===== src/rtl/data_memory_responder_if.sv =====
// rtl/data_memory_responder_if.sv - load/store request/response bus between initiator and data memory
//
// Signals:
//   req    initiator -> memory  access request, sampled only while the memory is idle
//   we     initiator -> memory  1 = store word, 0 = load word
//   addr   initiator -> memory  byte address
//   wdata  initiator -> memory  store data
//   ready  memory -> initiator  one-cycle completion pulse
//   rdata  memory -> initiator  load result
//   err    memory -> initiator  misaligned-access flag, meaningful while ready=1
//   busy   memory -> initiator  memory is not idle
interface data_memory_responder_if;
    logic        req;
    logic        we;
    logic [31:0] addr;
    logic [31:0] wdata;
    logic        ready;
    logic [31:0] rdata;
    logic        err;
    logic        busy;

    modport master (
        output req, we, addr, wdata,
        input  ready, rdata, err, busy
    );

    modport slave (
        input  req, we, addr, wdata,
        output ready, rdata, err, busy
    );
endinterface


===== src/rtl/data_memory_responder.sv =====
// rtl/data_memory_responder.sv - multi-cycle word-addressed data memory with wait states
//
// Ports:
//   clk    system clock, rising edge
//   reset  asynchronous active-low reset, released synchronously by the clock
//   bus    slave side of data_memory_responder_if (req/we/addr/wdata in, ready/rdata/err/busy out)
//
// Parameters:
//   DEPTH_LOG2  log2 of the number of 32-bit words
//   LATENCY     extra wait cycles before an access completes (0..15)
module data_memory_responder #(
    parameter int DEPTH_LOG2 = 6,
    parameter int LATENCY    = 2
) (
    input  logic                    clk,
    input  logic                    reset,
    data_memory_responder_if.slave  bus
);
    localparam int DEPTH = 1 << DEPTH_LOG2;

    typedef enum logic [1:0] {
        ST_IDLE,
        ST_WAIT,
        ST_RESP
    } state_t;

    state_t      state;
    state_t      next_state;
    logic [3:0]  cnt;
    logic        lat_we;
    logic [31:0] lat_addr;
    logic [31:0] lat_wdata;
    logic [31:0] rdata_q;
    logic        err_q;

    logic [31:0] mem [DEPTH];

    logic                  access;
    logic                  aligned;
    logic                  mem_write;
    logic [DEPTH_LOG2-1:0] index;

    // Upper address bits only alias; they never select anything.
    logic unused_addr_bits;
    assign unused_addr_bits = &{1'b0, lat_addr[31:DEPTH_LOG2+2]};

    assign index   = lat_addr[DEPTH_LOG2+1:2];
    assign aligned = (lat_addr[1:0] == 2'b00);
    // The access happens on the edge that leaves WAIT.
    assign access  = (state == ST_WAIT) && (cnt == 4'(LATENCY));
    // Qualify with reset so a store caught by reset at the same edge is dropped.
    assign mem_write = reset && access && aligned && lat_we;

    always_ff @(posedge clk or negedge reset) begin
        if (!reset) begin
            state <= ST_IDLE;
        end else begin
            state <= next_state;
        end
    end

    always_comb begin
        next_state = state;
        case (state)
            ST_IDLE: if (bus.req) next_state = ST_WAIT;
            ST_WAIT: if (cnt == 4'(LATENCY)) next_state = ST_RESP;
            ST_RESP: next_state = ST_IDLE;
            default: next_state = ST_IDLE;
        endcase
    end

    always_ff @(posedge clk or negedge reset) begin
        if (!reset) begin
            cnt       <= 4'd0;
            lat_we    <= 1'b0;
            lat_addr  <= 32'h0;
            lat_wdata <= 32'h0;
            rdata_q   <= 32'h0;
            err_q     <= 1'b0;
        end else begin
            case (state)
                ST_IDLE: begin
                    if (bus.req) begin
                        lat_we    <= bus.we;
                        lat_addr  <= bus.addr;
                        lat_wdata <= bus.wdata;
                        cnt       <= 4'd0;
                    end
                end
                ST_WAIT: begin
                    if (access) begin
                        if (!aligned) begin
                            rdata_q <= 32'h0;
                            err_q   <= 1'b1;
                        end else begin
                            // Stores leave rdata holding the last load result.
                            if (!lat_we) rdata_q <= mem[index];
                            err_q <= 1'b0;
                        end
                    end else begin
                        cnt <= cnt + 4'd1;
                    end
                end
                ST_RESP: begin
                    err_q <= 1'b0;
                end
                default: ;
            endcase
        end
    end

    // Storage is deliberately not reset so contents survive a reset.
    always_ff @(posedge clk) begin
        if (mem_write) begin
            mem[index] <= lat_wdata;
        end
    end

    assign bus.ready = (state == ST_RESP);
    assign bus.busy  = (state != ST_IDLE);
    assign bus.rdata = rdata_q;
    assign bus.err   = err_q;
endmodule


===== src/flat_wrapper.sv =====
// flat-port wrapper written by rule: the top's interface ports become plain ports
module data_memory_responder_flat 
#(
    parameter int DEPTH_LOG2 = 6,
    parameter int LATENCY    = 2
)
  (clk, reset, bus_req, bus_we, bus_addr, bus_wdata, bus_ready, bus_rdata, bus_err, bus_busy);
  data_memory_responder_if bus_i ();
  input  logic clk;
  input  logic reset;
  input wire logic [$bits(bus_i.req)-1:0] bus_req;
  input wire logic [$bits(bus_i.we)-1:0] bus_we;
  input wire logic [$bits(bus_i.addr)-1:0] bus_addr;
  input wire logic [$bits(bus_i.wdata)-1:0] bus_wdata;
  output wire logic [$bits(bus_i.ready)-1:0] bus_ready;
  output wire logic [$bits(bus_i.rdata)-1:0] bus_rdata;
  output wire logic [$bits(bus_i.err)-1:0] bus_err;
  output wire logic [$bits(bus_i.busy)-1:0] bus_busy;
  assign bus_i.req = bus_req;
  assign bus_i.we = bus_we;
  assign bus_i.addr = bus_addr;
  assign bus_i.wdata = bus_wdata;
  assign bus_ready = bus_i.ready;
  assign bus_rdata = bus_i.rdata;
  assign bus_err = bus_i.err;
  assign bus_busy = bus_i.busy;
  data_memory_responder #(.DEPTH_LOG2(DEPTH_LOG2), .LATENCY(LATENCY)) u_core (.clk(clk), .reset(reset), .bus(bus_i));
endmodule

===== config.mk =====
export PLATFORM = sky130hd
export DESIGN_NAME = data_memory_responder_flat
export DESIGN_NICKNAME = d
export VERILOG_FILES = /design/src/rtl/data_memory_responder_if.sv /design/src/rtl/data_memory_responder.sv /design/src/flat_wrapper.sv
export SDC_FILE = /design/constraint.sdc
export NUM_CORES = 2
export LEC_CHECK = 0
export ABC_CLOCK_PERIOD_IN_PS = 9100
export CAP_MARGIN = 10
export CELL_PAD_IN_SITES_DETAIL_PLACEMENT = 0
export CELL_PAD_IN_SITES_GLOBAL_PLACEMENT = 1
export CORE_MARGIN = 3
export CORE_UTILIZATION = 40
export CTS_BUF_LIST = sky130_fd_sc_hd__clkbuf_4 sky130_fd_sc_hd__clkbuf_8 sky130_fd_sc_hd__clkbuf_16
export DETAILED_ROUTE_END_ITERATION = 10
export PLACE_DENSITY_LB_ADDON = 0.1
export SLEW_MARGIN = 20
export SYNTH_ARGS = -nofsm -noshare
export SYNTH_HDL_FRONTEND = slang
export SYNTH_SLANG_ARGS = --single-unit
export TNS_END_PERCENT = 30

===== constraint.sdc =====
create_clock -name clk -period 9.1 [get_ports clk]
set_input_delay 1.82 -clock clk [delete_from_list [all_inputs] [get_ports clk]]
set_output_delay 1.82 -clock clk [all_outputs]
set_load 0.02 [all_outputs]

==> results_dict.tcl <==
set metrics [dict create \
    status "finished clean" \
    nets 3764 \
    ys_seq_area_share_pct 79.4 \
    slowest_delay_ns 0.88 \
    routed_wl_um 217000 \
    muxShareOfSynthArea_pct 14.8 \
    rsz0062_at_grt "no" \
    synth_cell_types 52 \
    netlist_area_um2 80000 \
    combPwrFrac_pct 20.6 \
    cts_root_buf "clkbuf_16" \
    cts_buffers 217 \
    setup_violations 0 \
    skew_ns 0.0302 \
    synth_fp_nets 3543 \
    fin_hold_ws_ns 0.476 \
    fp.dieH_um 453 \
    clockBufferDepth 3 \
    power.switching_mw 8.31 \
    rows 163 \
    grt_max_degree 125 \
    cts_sinks 2128 \
    port-buffer-count 78 \
    grt_pass1_vias 39300 \
    critical-path-slowest-cell "dfrtp_4" \
    path_clk_slew_ns 0.06 \
    syn_area_per_cell_um2 23.0 \
    path_buf_inv 2 \
    worst-path-max-fanout 96 \
    power_frac_seq_pct 47.7 \
    cp_top_family "buffers and inverters" \
    area_growth_pct 15.2 \
    routed_via_density 5.77 \
    drc 0 \
    setup_tns_ns 0 \
    cts_setup_buffers 0 \
    htree_num_levels 4 \
    hp-class "flop to flop" \
    overflow 0 \
    post_synth_and_or_nand_nor_area_fraction_pct 1.75 \
    synth_edf_count 2048 \
    grt_usage_pct 21.1 \
    synth-xor-area-share_pct 0.0109 \
    cts_tree "yes" \
    io_pins 103 \
    p_per_area_nw_per_um2 309 \
    tightestPinTransition_ns 1.15 \
    drtIter0Drc 4164 \
    synthAdderAreaFrac_pct 0.0313 \
    yosysWarnings 0 \
    crit_chain "buf_12 -> buf_4 -> mux4_2 -> a22oi_1 -> nand4_1 -> o21ai_0 -> nand2_1" \
    final_cell_mix "2048 x edfxtp_1, 498 x mux4_2, 245 x a22oi_1" \
    synthCells 3473 \
    synth_top_family_by_area "multiplexers" \
    synthArstFlopShare_pct 3.76 \
    first_pass_iters 5 \
    placed_cells 6115 \
    pwr-share-clk_pct 31.6 \
    internal-power_mw 20.1 \
    relSlewSlack_pct 22.8 \
    cap_violations 0 \
    vias 37600 \
    die_width_um 453 \
    drive_gt1_share_pct 29.7 \
    cp.required_ns 9.80 \
    antenna_found_initial 7 \
    drt-wirelength-per-cell_um 33.3 \
    synth_ff_type "edfxtp_1" \
    cp_data_arrival_time_ns 5.17 \
    layout_commonest_cell "edfxtp_1" \
    min_period_ns 4.47 \
    multi_input_area_um2 16200 \
    seqCellArea_um2 63600 \
    worstSetupPathType "flop to flop" \
    gp_congestion 0.773 \
    vdd_drop_max_uv 310 \
    synth_compound_area_share_pct 2.88 \
    swShare_pct 29.2 \
    period_share_pct 49.2 \
    start_util_pct 40.4 \
    dp_hpwl_um 113000 \
    final_cells 6518 \
    fillerInstances 16100 \
    dieArea_um2 205000 \
    grt_pass1_wl_um 303000 \
    p_leak_nw 28.3 \
    insertion_delay_ns 0.84 \
    postCtsResizedCells 0 \
    core_area_um2 198000 \
    synth_seq_cells 2128 \
    fmax_mhz 224 \
    ctsHoldBuffers 0 \
    worstSetupEndpointType "flop" \
    drtAntennaViolNets 0 \
    worst_setup_path_start_kind "flop" \
    slew_violations 0 \
    hold_viol_final 0 \
]
-- final cells by class --
| class | instances | area share [%] |
|---|---|---|
| Timing Repair Buffer | 196 | 1.88 |
| Clock buffer | 294 | 6.79 |
| Inverter | 8 | 0.0326 |
| Clock inverter | 107 | 1.16 |
| Antenna cell | 2 | 0.00543 |
| Multi-Input combinational cell | 1143 | 17.5 |
| Sequential cell | 2128 | 69.0 |
| Tap cell | 2640 | 3.58 |
-- power by group through the flow --
stage               Combinational, mW  Clock (mW)  Sequential, mW
finish                           5.87        9.00            13.6
global route                     6.27        9.58            13.7
CTS                              6.01        9.19            13.6
detailed placement               6.00           0            13.8
global placement                 5.91           0            13.7
floorplan                        3.84           0            13.3
-- registers in the layout, indices dropped and copies added (netlist names) --
| name | cells |
|---|---|
| u_core.lat_wdata | 32 |
| u_core.bus.rdata | 32 |
| u_core.cnt | 4 |
| u_core.state | 2 |
| u_core.lat_we | 1 |
| u_core.bus.err | 1 |
| u_core.lat_addr | 8 |
| u_core.mem | 2048 |
-- worst paths after layout --
path | start | endpoint | slack, ns | depth (start not counted)
worst max-delay path | u_core.lat_addr[2] | u_core.bus.rdata[26] | 4.63 | 7
worst max register to register | u_core.lat_addr[2] | u_core.bus.rdata[26] | 4.63 | 7
worst min-delay path | u_core.bus.rdata[17] | u_core.bus.rdata[17] | 0.48 | 2
min in group asynchronous | reset | u_core.lat_wdata[18] | 1.07 | 2
max in group asynchronous | reset | u_core.bus.rdata[23] | 6.89 | 3
worst min register to register | u_core.bus.rdata[17] | u_core.bus.rdata[17] | 0.48 | 2
-- Yosys cell counts (2+ instances only) --
master,number,area (um^2)
inv_1,8,30.0
buf_6,5,56.3
buf_4,4,30.0
o21ai_0,17,85.1
nor3_1,3,15.0
mux2_2,43,484
o22a_1,5,43.8
buf_2,118,591
and4_1,3,26.3
nor2_1,73,274
nand3_1,8,40.0
a32oi_1,5,43.8
o21ai_1,20,100
a31oi_1,5,31.3
nand2_1,79,297
ha_1,2,25.0
nand3b_1,5,37.5
and4b_1,6,60.1
nor4bb_1,6,60.1
clkbuf_1,53,199
mux2i_1,12,120
mux4_2,498,11200
or3b_2,3,26.3
edfxtp_1,2048,61500
nor4b_2,2,30.0
a41oi_1,2,17.5
a221oi_1,6,52.6
a22oi_1,245,1840
buf_1,14,52.6
a21oi_1,2,10.0
nand4_1,61,382
or2_2,2,12.5
dfrtp_1,80,2000
nor2b_1,9,56.3
nor4b_1,2,17.5
nor4_1,3,18.8
-- worst min-delay path, stage by stage, from the launching register on --
cell and delay [ns]:
dfrtp_1 0.34, nand2_1 0.05, nand2_1 0.05
-- cells by family (layout without fill, tap and decap cells) --
| family | Yosys count | in the layout |
|---|---|---|
| and+or+nand+nor | 271 | 271 |
| AOI/OAI and AO/OA | 316 | 316 |
| adders and majority gates | 2 | 2 |
| buffers and inverters | 202 | 605 |
| other | 0 | 2 |
| muxes | 553 | 553 |
| DFF | 2128 | 2128 |
| xor gates and xnor gates | 1 | 1 |
-- metal layers --
metal	vias to the layer above	wire, um	part of all wire, %	global-route usage (%)
met5	-	0	0	0
met4	0	5540	2.6	5.79
met3	252	13300	6.1	3.48
met2	1294	106000	49	34.5
met1	20700	91800	42	29.6
li1	15400	-	-	-
-- per-stage QoR --
step | total power [mW] | utilization [%] | instance area [um^2] | setup WS, ns
floorplan | 17.2 | - | 80000 | 4.83
global placement | 19.6 | 42.8 | 84800 | 4.25
detailed placement | 19.8 | 42.8 | 84800 | 4.21
CTS | 28.8 | 46.5 | 92100 | 4.34
global route | 29.5 | 46.5 | 92200 | 4.27
finish | 28.4 | 46.5 | 92200 | 4.63
(Power assumes the default switching activity.)
